[config.mk]
export PLATFORM = sky130hd
export DESIGN_NAME = ack_cts_responder_flat
export DESIGN_NICKNAME = d
export VERILOG_FILES = /design/src/rtl/ack_cts_responder_pkg.sv /design/src/rtl/ack_cts_responder_if.sv /design/src/rtl/ack_cts_responder_rate_n_sym.sv /design/src/rtl/ack_cts_responder.sv /design/src/flat_wrapper.sv
export SDC_FILE = /design/constraint.sdc
export NUM_CORES = 1
export LEC_CHECK = 0
export BUFFER_PORTS_ARGS = -buffer_cell sky130_fd_sc_hd__buf_2
export CAP_MARGIN = 5
export CELL_PAD_IN_SITES_DETAIL_PLACEMENT = 1
export CELL_PAD_IN_SITES_GLOBAL_PLACEMENT = 1
export CORE_AREA = 10 10 166 168
export CTS_CLUSTER_DIAMETER = 80
export DETAILED_ROUTE_END_ITERATION = 6
export DIE_AREA = 0 0 176 178
export MAX_ROUTING_LAYER = met4
export PLACE_DENSITY_LB_ADDON = 0.1
export SYNTH_ARGS = -nofsm -noshare
export SYNTH_HDL_FRONTEND = slang
export SYNTH_SLANG_ARGS = --single-unit
[constraint.sdc]
create_clock -name clk -period 6.2 [get_ports clk]
set_clock_uncertainty 0.15 [all_clocks]
set_input_delay 0.62 -clock clk [delete_from_list [all_inputs] [get_ports clk]]
set_output_delay 0.62 -clock clk [all_outputs]
set_load 0.1 [all_outputs]
[src/rtl/ack_cts_responder_pkg.sv]
// Shared xpu definitions for the ACK/CTS responder: FSM states, frame-control
// constants, legacy rate codes and the frame classifier.
package ack_cts_responder_pkg;

  typedef enum logic [1:0] {
    ST_IDLE,
    ST_RX_FIELDS,
    ST_SIFS_WAIT,
    ST_REQ
  } resp_state_t;

  typedef enum logic [1:0] {
    CLS_NONE,
    CLS_ACK,
    CLS_CTS
  } resp_class_t;

  localparam logic [1:0]  FC_TYPE_MGMT   = 2'b00;
  localparam logic [1:0]  FC_TYPE_CTRL   = 2'b01;
  localparam logic [1:0]  FC_TYPE_DATA   = 2'b10;
  localparam logic [3:0]  FC_SUBTYPE_RTS = 4'b1011;

  localparam logic [3:0]  RATE_6M  = 4'hB;
  localparam logic [3:0]  RATE_12M = 4'hA;
  localparam logic [3:0]  RATE_24M = 4'h9;

  localparam logic [15:0] RTS_LEN = 16'd20;

  function automatic resp_class_t classify(input logic [1:0]  fc_type,
                                           input logic [3:0]  fc_subtype,
                                           input logic [15:0] len);
    if (fc_type == FC_TYPE_MGMT || fc_type == FC_TYPE_DATA)
      return CLS_ACK;
    if (fc_type == FC_TYPE_CTRL && fc_subtype == FC_SUBTYPE_RTS && len == RTS_LEN)
      return CLS_CTS;
    return CLS_NONE;
  endfunction

endpackage

[src/rtl/ack_cts_responder_if.sv]
// Response request channel between the responder (master) and the TX core (slave).
interface ack_cts_responder_if;
  logic        resp_req;
  logic        resp_is_cts;
  logic [47:0] resp_ra;
  logic [3:0]  resp_rate;
  logic [15:0] resp_duration;
  logic        resp_pending;
  logic        resp_drop;
  logic        resp_ack;

  modport master (
    output resp_req, resp_is_cts, resp_ra, resp_rate, resp_duration,
           resp_pending, resp_drop,
    input  resp_ack
  );

  modport slave (
    input  resp_req, resp_is_cts, resp_ra, resp_rate, resp_duration,
           resp_pending, resp_drop,
    output resp_ack
  );
endinterface

[src/rtl/ack_cts_responder_rate_n_sym.sv]
// Maps the received rate to the highest mandatory response rate not above it,
// together with the OFDM symbol count of a 14-byte control response at that rate.
module resp_rate_n_sym
  import ack_cts_responder_pkg::*;
(
  input  logic [7:0] signal_rate,
  output logic [3:0] resp_rate,
  output logic [2:0] n_sym
);

  logic unused_rate_bits;
  assign unused_rate_bits = ^signal_rate[6:4];

  always_comb begin
    resp_rate = RATE_24M;
    n_sym     = 3'd2;
    if (signal_rate[7]) begin
      case (signal_rate[2:0])
        3'd0:       begin resp_rate = RATE_6M;  n_sym = 3'd6; end
        3'd1, 3'd2: begin resp_rate = RATE_12M; n_sym = 3'd3; end
        default:    begin resp_rate = RATE_24M; n_sym = 3'd2; end
      endcase
    end else begin
      case (signal_rate[3:0])
        4'hB, 4'hF: begin resp_rate = RATE_6M;  n_sym = 3'd6; end
        4'hA, 4'hE: begin resp_rate = RATE_12M; n_sym = 3'd3; end
        default:    begin resp_rate = RATE_24M; n_sym = 3'd2; end
      endcase
    end
  end

endmodule

[src/rtl/ack_cts_responder.sv]
// Responding end of RTS/CTS and DATA/ACK: latches the received frame fields,
// waits SIFS on the TSF tick and requests an ACK or CTS from the TX core.
module ack_cts_responder
  import ack_cts_responder_pkg::*;
#(
  parameter int unsigned RESP_TIMEOUT_US = 4
) (
  input  logic        clk,
  input  logic        rst,
  input  logic        tsf_pulse_1M,
  input  logic        resp_enable,
  input  logic        pkt_header_valid_strobe,
  input  logic [7:0]  signal_rate,
  input  logic [15:0] signal_len,
  input  logic        FC_DI_valid,
  input  logic [1:0]  FC_type,
  input  logic [3:0]  FC_subtype,
  input  logic [15:0] duration,
  input  logic        addr1_valid,
  input  logic [47:0] addr1,
  input  logic        addr2_valid,
  input  logic [47:0] addr2,
  input  logic [47:0] self_mac_addr,
  input  logic        fcs_in_strobe,
  input  logic        fcs_valid,
  input  logic [6:0]  sifs_time,
  input  logic [6:0]  resp_lead_time,
  input  logic [6:0]  preamble_sig_time,
  input  logic [4:0]  ofdm_symbol_time,
  ack_cts_responder_if.master resp
);

  localparam int unsigned    TO_W    = $clog2(RESP_TIMEOUT_US + 1);
  localparam logic [TO_W-1:0] TO_LAST = TO_W'(RESP_TIMEOUT_US - 1);

  resp_state_t state, state_nxt;
  logic load_frame, load_resp, drop_nxt;

  logic [7:0]  rate_l;
  logic [15:0] len_l;
  logic [1:0]  type_l;
  logic [3:0]  subtype_l;
  logic [15:0] dur_l;
  logic        match_l;
  logic [47:0] ta_l;
  logic        seen_fc, seen_a1, seen_a2;

  logic [6:0]      wait_cnt, wait_load;
  logic [TO_W-1:0] to_cnt;

  logic [3:0]  rate_sel;
  logic [2:0]  n_sym;
  logic [9:0]  resp_time;
  logic [16:0] dur_diff;
  logic [15:0] dur_resp;
  resp_class_t cls;
  logic        qualify;

  logic        is_cts_q, drop_q;
  logic [47:0] ra_q;
  logic [3:0]  rate_q;
  logic [15:0] dur_q;

  resp_rate_n_sym u_rate (
    .signal_rate (rate_l),
    .resp_rate   (rate_sel),
    .n_sym       (n_sym)
  );

  always_comb begin
    cls       = classify(type_l, subtype_l, len_l);
    qualify   = fcs_valid && match_l && (cls != CLS_NONE) && seen_fc && seen_a1 && seen_a2;
    wait_load = (sifs_time > resp_lead_time) ? (sifs_time - resp_lead_time) : '0;
    resp_time = 10'(preamble_sig_time) + 10'(ofdm_symbol_time) * 10'(n_sym);
    dur_diff  = {1'b0, dur_l} - 17'(sifs_time) - 17'(resp_time);
    // dur_l never exceeds 15 bits, so bit 16 flags a negative result
    dur_resp  = dur_diff[16] ? '0 : dur_diff[15:0];
  end

  always_ff @(posedge clk) begin
    if (rst) state <= ST_IDLE;
    else     state <= state_nxt;
  end

  always_comb begin
    state_nxt  = state;
    load_frame = 1'b0;
    load_resp  = 1'b0;
    drop_nxt   = 1'b0;
    case (state)
      ST_IDLE: begin
        if (pkt_header_valid_strobe && resp_enable) begin
          state_nxt  = ST_RX_FIELDS;
          load_frame = 1'b1;
        end
      end
      ST_RX_FIELDS: begin
        if (pkt_header_valid_strobe) begin
          load_frame = 1'b1;
        end else if (fcs_in_strobe) begin
          if (qualify) begin
            state_nxt = ST_SIFS_WAIT;
            load_resp = 1'b1;
          end else begin
            state_nxt = ST_IDLE;
          end
        end
      end
      ST_SIFS_WAIT: begin
        if (wait_cnt == '0) state_nxt = ST_REQ;
      end
      ST_REQ: begin
        if (resp.resp_ack) begin
          state_nxt = ST_IDLE;
        end else if (tsf_pulse_1M && to_cnt == TO_LAST) begin
          state_nxt = ST_IDLE;
          drop_nxt  = 1'b1;
        end
      end
      default: state_nxt = ST_IDLE;
    endcase
  end

  always_ff @(posedge clk) begin
    if (rst) begin
      rate_l    <= '0;
      len_l     <= '0;
      type_l    <= '0;
      subtype_l <= '0;
      dur_l     <= '0;
      match_l   <= 1'b0;
      ta_l      <= '0;
      seen_fc   <= 1'b0;
      seen_a1   <= 1'b0;
      seen_a2   <= 1'b0;
    end else if (load_frame) begin
      rate_l    <= signal_rate;
      len_l     <= signal_len;
      type_l    <= '0;
      subtype_l <= '0;
      dur_l     <= '0;
      match_l   <= 1'b0;
      ta_l      <= '0;
      seen_fc   <= 1'b0;
      seen_a1   <= 1'b0;
      seen_a2   <= 1'b0;
    end else if (state == ST_RX_FIELDS) begin
      if (FC_DI_valid) begin
        type_l    <= FC_type;
        subtype_l <= FC_subtype;
        // a set bit 15 marks an AID, not a duration
        dur_l     <= duration[15] ? '0 : duration;
        seen_fc   <= 1'b1;
      end
      if (addr1_valid) begin
        match_l <= (addr1 == self_mac_addr);
        seen_a1 <= 1'b1;
      end
      if (addr2_valid) begin
        ta_l    <= addr2;
        seen_a2 <= 1'b1;
      end
    end
  end

  always_ff @(posedge clk) begin
    if (rst) begin
      wait_cnt <= '0;
      to_cnt   <= '0;
      is_cts_q <= 1'b0;
      ra_q     <= '0;
      rate_q   <= '0;
      dur_q    <= '0;
      drop_q   <= 1'b0;
    end else begin
      drop_q <= drop_nxt;
      if (load_resp) begin
        wait_cnt <= wait_load;
        is_cts_q <= (cls == CLS_CTS);
        ra_q     <= ta_l;
        rate_q   <= rate_sel;
        dur_q    <= dur_resp;
      end else if (state == ST_SIFS_WAIT && tsf_pulse_1M && wait_cnt != '0) begin
        wait_cnt <= wait_cnt - 7'd1;
      end
      if (state != ST_REQ)   to_cnt <= '0;
      else if (tsf_pulse_1M) to_cnt <= to_cnt + 1'b1;
    end
  end

  assign resp.resp_req      = (state == ST_REQ);
  assign resp.resp_pending  = (state == ST_SIFS_WAIT) || (state == ST_REQ);
  assign resp.resp_is_cts   = is_cts_q;
  assign resp.resp_ra       = ra_q;
  assign resp.resp_rate     = rate_q;
  assign resp.resp_duration = dur_q;
  assign resp.resp_drop     = drop_q;

endmodule

[src/flat_wrapper.sv]
// flat-port wrapper written by rule: the top's interface ports become plain ports
module ack_cts_responder_flat import ack_cts_responder_pkg::*;
#(
  parameter int unsigned RESP_TIMEOUT_US = 4
)
  (clk, rst, tsf_pulse_1M, resp_enable, pkt_header_valid_strobe, signal_rate, signal_len, FC_DI_valid, FC_type, FC_subtype, duration, addr1_valid, addr1, addr2_valid, addr2, self_mac_addr, fcs_in_strobe, fcs_valid, sifs_time, resp_lead_time, preamble_sig_time, ofdm_symbol_time, resp_resp_req, resp_resp_is_cts, resp_resp_ra, resp_resp_rate, resp_resp_duration, resp_resp_pending, resp_resp_drop, resp_resp_ack);
  ack_cts_responder_if resp_i ();
  input  logic clk;
  input  logic rst;
  input  logic tsf_pulse_1M;
  input  logic resp_enable;
  input  logic pkt_header_valid_strobe;
  input  logic [7:0] signal_rate;
  input  logic [15:0] signal_len;
  input  logic FC_DI_valid;
  input  logic [1:0] FC_type;
  input  logic [3:0] FC_subtype;
  input  logic [15:0] duration;
  input  logic addr1_valid;
  input  logic [47:0] addr1;
  input  logic addr2_valid;
  input  logic [47:0] addr2;
  input  logic [47:0] self_mac_addr;
  input  logic fcs_in_strobe;
  input  logic fcs_valid;
  input  logic [6:0] sifs_time;
  input  logic [6:0] resp_lead_time;
  input  logic [6:0] preamble_sig_time;
  input  logic [4:0] ofdm_symbol_time;
  output wire logic [$bits(resp_i.resp_req)-1:0] resp_resp_req;
  output wire logic [$bits(resp_i.resp_is_cts)-1:0] resp_resp_is_cts;
  output wire logic [$bits(resp_i.resp_ra)-1:0] resp_resp_ra;
  output wire logic [$bits(resp_i.resp_rate)-1:0] resp_resp_rate;
  output wire logic [$bits(resp_i.resp_duration)-1:0] resp_resp_duration;
  output wire logic [$bits(resp_i.resp_pending)-1:0] resp_resp_pending;
  output wire logic [$bits(resp_i.resp_drop)-1:0] resp_resp_drop;
  input wire logic [$bits(resp_i.resp_ack)-1:0] resp_resp_ack;
  assign resp_resp_req = resp_i.resp_req;
  assign resp_resp_is_cts = resp_i.resp_is_cts;
  assign resp_resp_ra = resp_i.resp_ra;
  assign resp_resp_rate = resp_i.resp_rate;
  assign resp_resp_duration = resp_i.resp_duration;
  assign resp_resp_pending = resp_i.resp_pending;
  assign resp_resp_drop = resp_i.resp_drop;
  assign resp_i.resp_ack = resp_resp_ack;
  ack_cts_responder #(.RESP_TIMEOUT_US(RESP_TIMEOUT_US)) u_core (.clk(clk), .rst(rst), .tsf_pulse_1M(tsf_pulse_1M), .resp_enable(resp_enable), .pkt_header_valid_strobe(pkt_header_valid_strobe), .signal_rate(signal_rate), .signal_len(signal_len), .FC_DI_valid(FC_DI_valid), .FC_type(FC_type), .FC_subtype(FC_subtype), .duration(duration), .addr1_valid(addr1_valid), .addr1(addr1), .addr2_valid(addr2_valid), .addr2(addr2), .self_mac_addr(self_mac_addr), .fcs_in_strobe(fcs_in_strobe), .fcs_valid(fcs_valid), .sifs_time(sifs_time), .resp_lead_time(resp_lead_time), .preamble_sig_time(preamble_sig_time), .ofdm_symbol_time(ofdm_symbol_time), .resp(resp_i));
endmodule
# Word level (Yosys, flattened, before mapping)
# Index checks and enable logic that the tools add are counted.
[word_totals] register_bits=180 input_bits=227 output_inout_bits=72 word_cells=113
[classes] add_sub_neg=6 multipliers=1 order_cmp=1 eq_ne=22 n_mux=34 bitwise_logic=1 reduce_logical=30
[ops] operator="== test 48 bit" count=1
[ops] operator="2-to-1 mux 2 bit" count=11
[ops] operator="2-to-1 mux 7 bit" count=3
[ops] operator="== test 4 bit, second input constant" count=5
[ops] operator="subtractor 16 x 7 -> 17 bit" count=1
[ops] operator="subtractor 17 x 10 -> 17 bit" count=1
[ops] operator="== test 16 x 5 -> 1 bit, second input constant" count=1
[ops] operator="2-to-1 mux 16 bit" count=1
[ops] operator="2-to-1 mux 15 bit" count=1
[ops] operator="one-hot mux 3 bit (2 select lines)" count=2
[ops] operator="logical AND 1 bit" count=11
[ops] operator="2-to-1 mux 1 bit" count=10
[ops] operator="OR reduction 2 bit" count=5
[ops] operator="adder 7 x 8 -> 9 bit" count=1
[ops] operator="== test 2 bit, second input constant" count=4
[ops] operator="multiplier 5 x 3 -> 8 bit" count=1
[ops] operator="one-hot mux 2 bit (2 select lines)" count=2
[ops] operator="one-hot mux 2 bit (4 select lines)" count=1
[ops] operator="greater-than comparator 7 bit" count=1
[ops] operator="logical NOT 7 bit" count=1
[ops] operator="nonzero test 7 bit" count=1
[ops] operator="subtractor 7 x 1 -> 7 bit, second input constant" count=1
[ops] operator="subtractor 7 bit" count=1
[ops] operator="== test 3 x 2 -> 1 bit, second input constant" count=2
[ops] operator="17 further kinds" count=26

# Depth between registers and ports, before layout
[depth] ltp_word=17 ltp_mapped=25 mapped_depth_nobuf=24

# By module
# A second synthesis with hierarchy kept.
[hier_totals] hier_cells=1102 hier_area_um2=8843.5
[modules_own_cells] module="ack_cts_responder" instances=1 cells_per_inst=1088 area_per_inst_um2=8747.1
[modules_own_cells] module="resp_rate_n_sym" instances=1 cells_per_inst=14 area_per_inst_um2=96.3

# Least setup slack after synthesis
# Ideal clock, no wire load.
[synth_timing] path_type="register -> register" start="register u_core.rate_l[0]" end="register u_core.dur_q[11] (netlist: u_core.resp.resp_duration[11])" setup_ns=0.118 arrival_time_ns=4.850 required_time_ns=5.932 setup_slack_ns=1.083 stages_incl_launch_ff=21 n_path_buf=0 period_less_slack_ns=5.117 path_cell_list="dfxtp_1 > xor2_1 > a21oi_1 > nor2_1 > fa_1 > fa_1 > ha_1 > a21o_1 > a21oi_1 > o21bai_1 > a21oi_1 > xnor2_1 > fa_1 > inv_1 > ha_1 > and3_1 > and3_1 > o31ai_1 > nand2_1 > xnor2_1 > a22o_1"
[synth_between] elab_chain_cells=8
[synth_lines] item="start: declaration" line="ack_cts_responder.sv:39" rtl="logic [7:0] rate_l;"
[synth_lines] item="start signal: assignment" line="ack_cts_responder.sv:137" rtl="rate_l <= signal_rate;"
[synth_lines] item="== test 4 bit (tied with other cells)" line="ack_cts_responder_rate_n_sym.sv:24" rtl="case (signal_rate[3:0])"
[synth_lines] item="OR reduction 2 bit, on equally long branches" line="ack_cts_responder_rate_n_sym.sv:24, ack_cts_responder_rate_n_sym.sv:18"
[synth_lines] item="one-hot mux 3 bit (2 select lines), on equally long branches" line="ack_cts_responder_rate_n_sym.sv:24, ack_cts_responder_rate_n_sym.sv:18"
[synth_lines] item="2-to-1 mux 3 bit *" line="ack_cts_responder_rate_n_sym.sv:17" rtl="if (signal_rate[7]) begin"
[synth_lines] item="multiplier 5 x 3 -> 8 bit *" line="ack_cts_responder.sv:74" rtl="resp_time = 10'(preamble_sig_time) + 10'(ofdm_symbol_time) * 10'(n_sym);"
[synth_lines] item="adder 7 x 8 -> 9 bit *" line="ack_cts_responder.sv:74"
[synth_lines] item="subtractor 17 x 10 -> 17 bit *" line="ack_cts_responder.sv:75" rtl="dur_diff = {1'b0, dur_l} - 17'(sifs_time) - 17'(resp_time);"
[synth_lines] item="2-to-1 mux 16 bit *" line="ack_cts_responder.sv:77" rtl="dur_resp = dur_diff[16] ? '0 : dur_diff[15:0];"
[synth_lines] item="end signal: assignment" line="ack_cts_responder.sv:182" rtl="dur_q <= dur_resp;"
[synth_lines] item="end: declaration" line="ack_cts_responder.sv:62" rtl="logic [15:0] dur_q;"
# Mark *: on every way between the ends. The rest lies on a longest branch, timed or not.
# A chain may end at the register's enable or synchronous reset.

# Final worst setup path
# Same ends and word-level chain as after synthesis.

==> results.py <==
metrics = {
    "cells_and_area": {
        "fin_nets": 1609,
        "layout-area-overhead-vs-synth_pct": 27.2,
        "post_route_cells_drive_above_1_share": 0.261,
        "final_core_util": 0.456,
    },
    "sta": {
        "relSlewSlack": 0.291,
        "fin_crit_sh": 0.929,
        "final_critical_path_time_including_i_o_delays_and_setup_ns": 5.76,
        "final.setup.worst_slack_ns": 0.437,
        "finalSetupViolations": 0,
        "slew_viol_final": 0,
        "setup_tns_ns": 0,
        "rsz_0062_raised_after_global_routing": "no",
        "timing_worst_slew_pin_value_ns": 1.06,
        "timing.fmax_ghz": 0.174,
        "fin_hold_viols": 0,
        "hold_ws_ns": 0.210,
    },
    "cts": {
        "cts_root_buffer": "clkbuf_16",
        "h-tree-depth": 4,
        "cts_tree": "yes",
        "path_clk_slew_ns": 0.08,
        "worstSkewPairLatency_ns": 0.43,
        "cts-buffers-inserted": 17,
        "clk_path_buf_depth": 2,
        "cts_hold_buffers": 0,
        "cts_sinks": 175,
    },
    "worst_setup_path": {
        "r2r_end": "u_core.resp.resp_duration[11]",
        "timing.reg2reg.setup_slack_ns": 0.44,
        "r2r_cells": 20,
        "timing.critical_path.required_ns": 6.37,
        "cp_max_fo": 6,
        "worstSetupStartpointType": "flop",
        "worstSetupEndpointType": "flop",
        "arrival_time_at_the_worst_endpoint_ns": 5.93,
        "crit-reg2reg-launch": "u_core.rate_l[0]",
        "critical_path_class": "flop to flop",
    },
    "global_route": {
        "grt_antenna_before_repair": 8,
        "grt_pass1_wl_mm": 46.0,
        "groute.usage.overall": 0.191,
        "maximum_number_of_pins_on_one_net_before_global_route_repair": 87,
        "total_congestion_overflow": 0,
        "grt_pass1_vias": 8418,
    },
    "route": {
        "drt-initial-drc-count": 290,
        "num_vias": 8075,
        "routedWlPerCell_um": 17.8,
        "drcViolationCount": 0,
        "drt-total-wl_mm": 29.9,
        "first_pass_iters": 4,
        "vias_per_cell": 4.82,
        "post_route_antenna_net_violation_count": 0,
    },
    "power": {
        "post-layout-total-power_mw": 2.80,
        "leakage_power_total_nw": 4.70,
        "worst_ir_drop_vdd_v": 0.000138,
        "cellPowerDensity_nw_per_um2": 255,
    },
    "synth": {
        "synthTopCellsByArea": "dfxtp_1, nand2_1, a21oi_1, ha_1, xnor2_1",
        "yosys_warnings": 0,
        "synthDominantCellAreaShare": 0.406,
        "seq_area_frac_synth": 0.406,
        "postSynthRegisterBits": 175,
        "synth_top_cell_by_area": "dfxtp_1",
        "post_synth.cell_area_avg_um2": 8.09,
        "synth.cell_area_um2": 8630,
        "syn-num-nets": 1346,
        "synthArstFlopShare": 0,
        "synthTopCellsByCount": "nand2_1, dfxtp_1, a21oi_1",
        "yosysMostFrequentCell": "nand2_1",
        "synth_cell_types": 61,
        "synth-edff-count": 0,
        "post_synth_inst_count": 1067,
        "yosys_most_used_dff": "dfxtp_1",
    },
    "die": {
        "chipWidth_um": 176,
        "rows": 57,
        "die_area_um2": 31300,
        "die_h_um": 178,
        "placeableCoreArea_um2": 24100,
        "start_util": 0.358,
        "design.portCount": 299,
    },
    "job": {
        "cap_violations": 0,
    },
    "min_path": {
        "hp-class": "input port to flop",
        "hp-start": "resp_resp_ack",
        "timing.hold.worst_endpoint": "u_core.resp.resp_drop",
        "hold-path-cell-count": 2,
    },
    "outcome": {
        "run_status": "finished, final reports clean",
    },
    "place": {
        "hpwl_mm": 22.6,
        "finalWeightedCongestion": 0.873,
        "detailedPlace.worstSlack_ns": 0.313,
        "port-buffer-count": 294,
    },
}
worst max-delay path, cell delays in order (launching register included):
cell and delay [ns]:
dfxtp_1 0.37, xor2_1 0.18, a21oi_1 0.50, nor2_1 0.12, fa_1 0.53, fa_1 0.46
ha_1 0.30, a21o_1 0.17, a21oi_1 0.20, o21bai_1 0.08, a21oi_1 0.27, xnor2_1 0.13
fa_1 0.51, inv_1 0.04, ha_1 0.36, and3_1 0.20, and3_1 0.19, o31ai_2 0.42
nand2_1 0.12, xnor2_1 0.14, a22o_1 0.19
area by class of cell:
type / instances / area [µm²]
antenna: 8 / 20.0
clock inverter: 15 / 199
multi-input combinational: 774 / 4660
tap: 324 / 405
timing repair buffer: 300 / 1530
sequential: 175 / 3500
fill: 3047 / 13100
clock buffer: 17 / 425
inverter: 62 / 233
cells by family (layout without fill, tap and decap cells):
group                    count (synthesis)  count (layout)  synth area share
AO/OA/AOI/OAI                          230             230             0.155
XOR/XNOR                                75              75            0.0761
adder cells (fa/ha/maj)                 52              52            0.0901
buffers and inverters                  118             394            0.0565
flip-flops                             175             175             0.406
multiplexers                             1               1           0.00116
other                                    1               9          0.000434
AND/OR/NAND/NOR                        415             415             0.215
state kept, by name, indices dropped and copies added (netlist names), 2 cells and up, named ones only:
name,cells
u_core.wait_cnt,7
u_core.dur_l,15
u_core.to_cnt,3
u_core.ta_l,48
u_core.subtype_l,4
u_core.resp.resp_ra,48
u_core.resp.resp_rate,3
u_core.resp.resp_duration,16
u_core.type_l,2
u_core.len_l,16
u_core.rate_l,5
metal layers:
layer	vias up	share of wire	track usage
li1	4066	-	-
met5	-	0	-
met1	3833	0.45	0.230
met2	149	0.49	0.316
met3	27	0.046	0.0455
met4	0	0.016	0.0505
worst max path at each step:
stage / slack, ns / end / cells past startpoint / from
global placement: 0.47 / u_core.resp.resp_duration[11] / 20 / u_core.rate_l[0]
detailed placement: 0.31 / u_core.resp.resp_duration[11] / 20 / u_core.rate_l[0]
CTS: 0.28 / u_core.resp.resp_duration[11] / 20 / u_core.rate_l[0]
global route: 0.15 / u_core.resp.resp_duration[11] / 20 / u_core.rate_l[0]
finish: 0.44 / u_core.resp.resp_duration[11] / 20 / u_core.rate_l[0]
floorplan: 1.08 / u_core.resp.resp_duration[11] / 20 / u_core.rate_l[0]
metrics by stage:
step | area [µm²] | instances
floorplan | 8630 | 1067
global route | 11000 | 1675
detailed placement | 10300 | 1634
finish | 11000 | 1675
CTS | 10900 | 1666
global placement | 10300 | 1634
where the power goes:
part	internal, mW	switching, mW
sequential	1.14	0.00981
clock	0.559	0.558
combinational	0.233	0.301
total	1.93	0.869
placed cells by master (no fill, tap or decap), types with 17 or more instances in the layout:
cell type    n
a21oi_1    166
ha_1        35
xnor2_1     45
buf_2      293
nand3b_1    17
fa_1        17
nor2_1      36
dfxtp_1    175
inv_1       61
xor2_1      30
nand2_1    282
clkbuf_16   17
timing repair:
item                       CTS  global route
setup buffers                0             1
setup endpoints to repair    0             3
resized for setup            0             1
(Power assumes the default switching activity.)
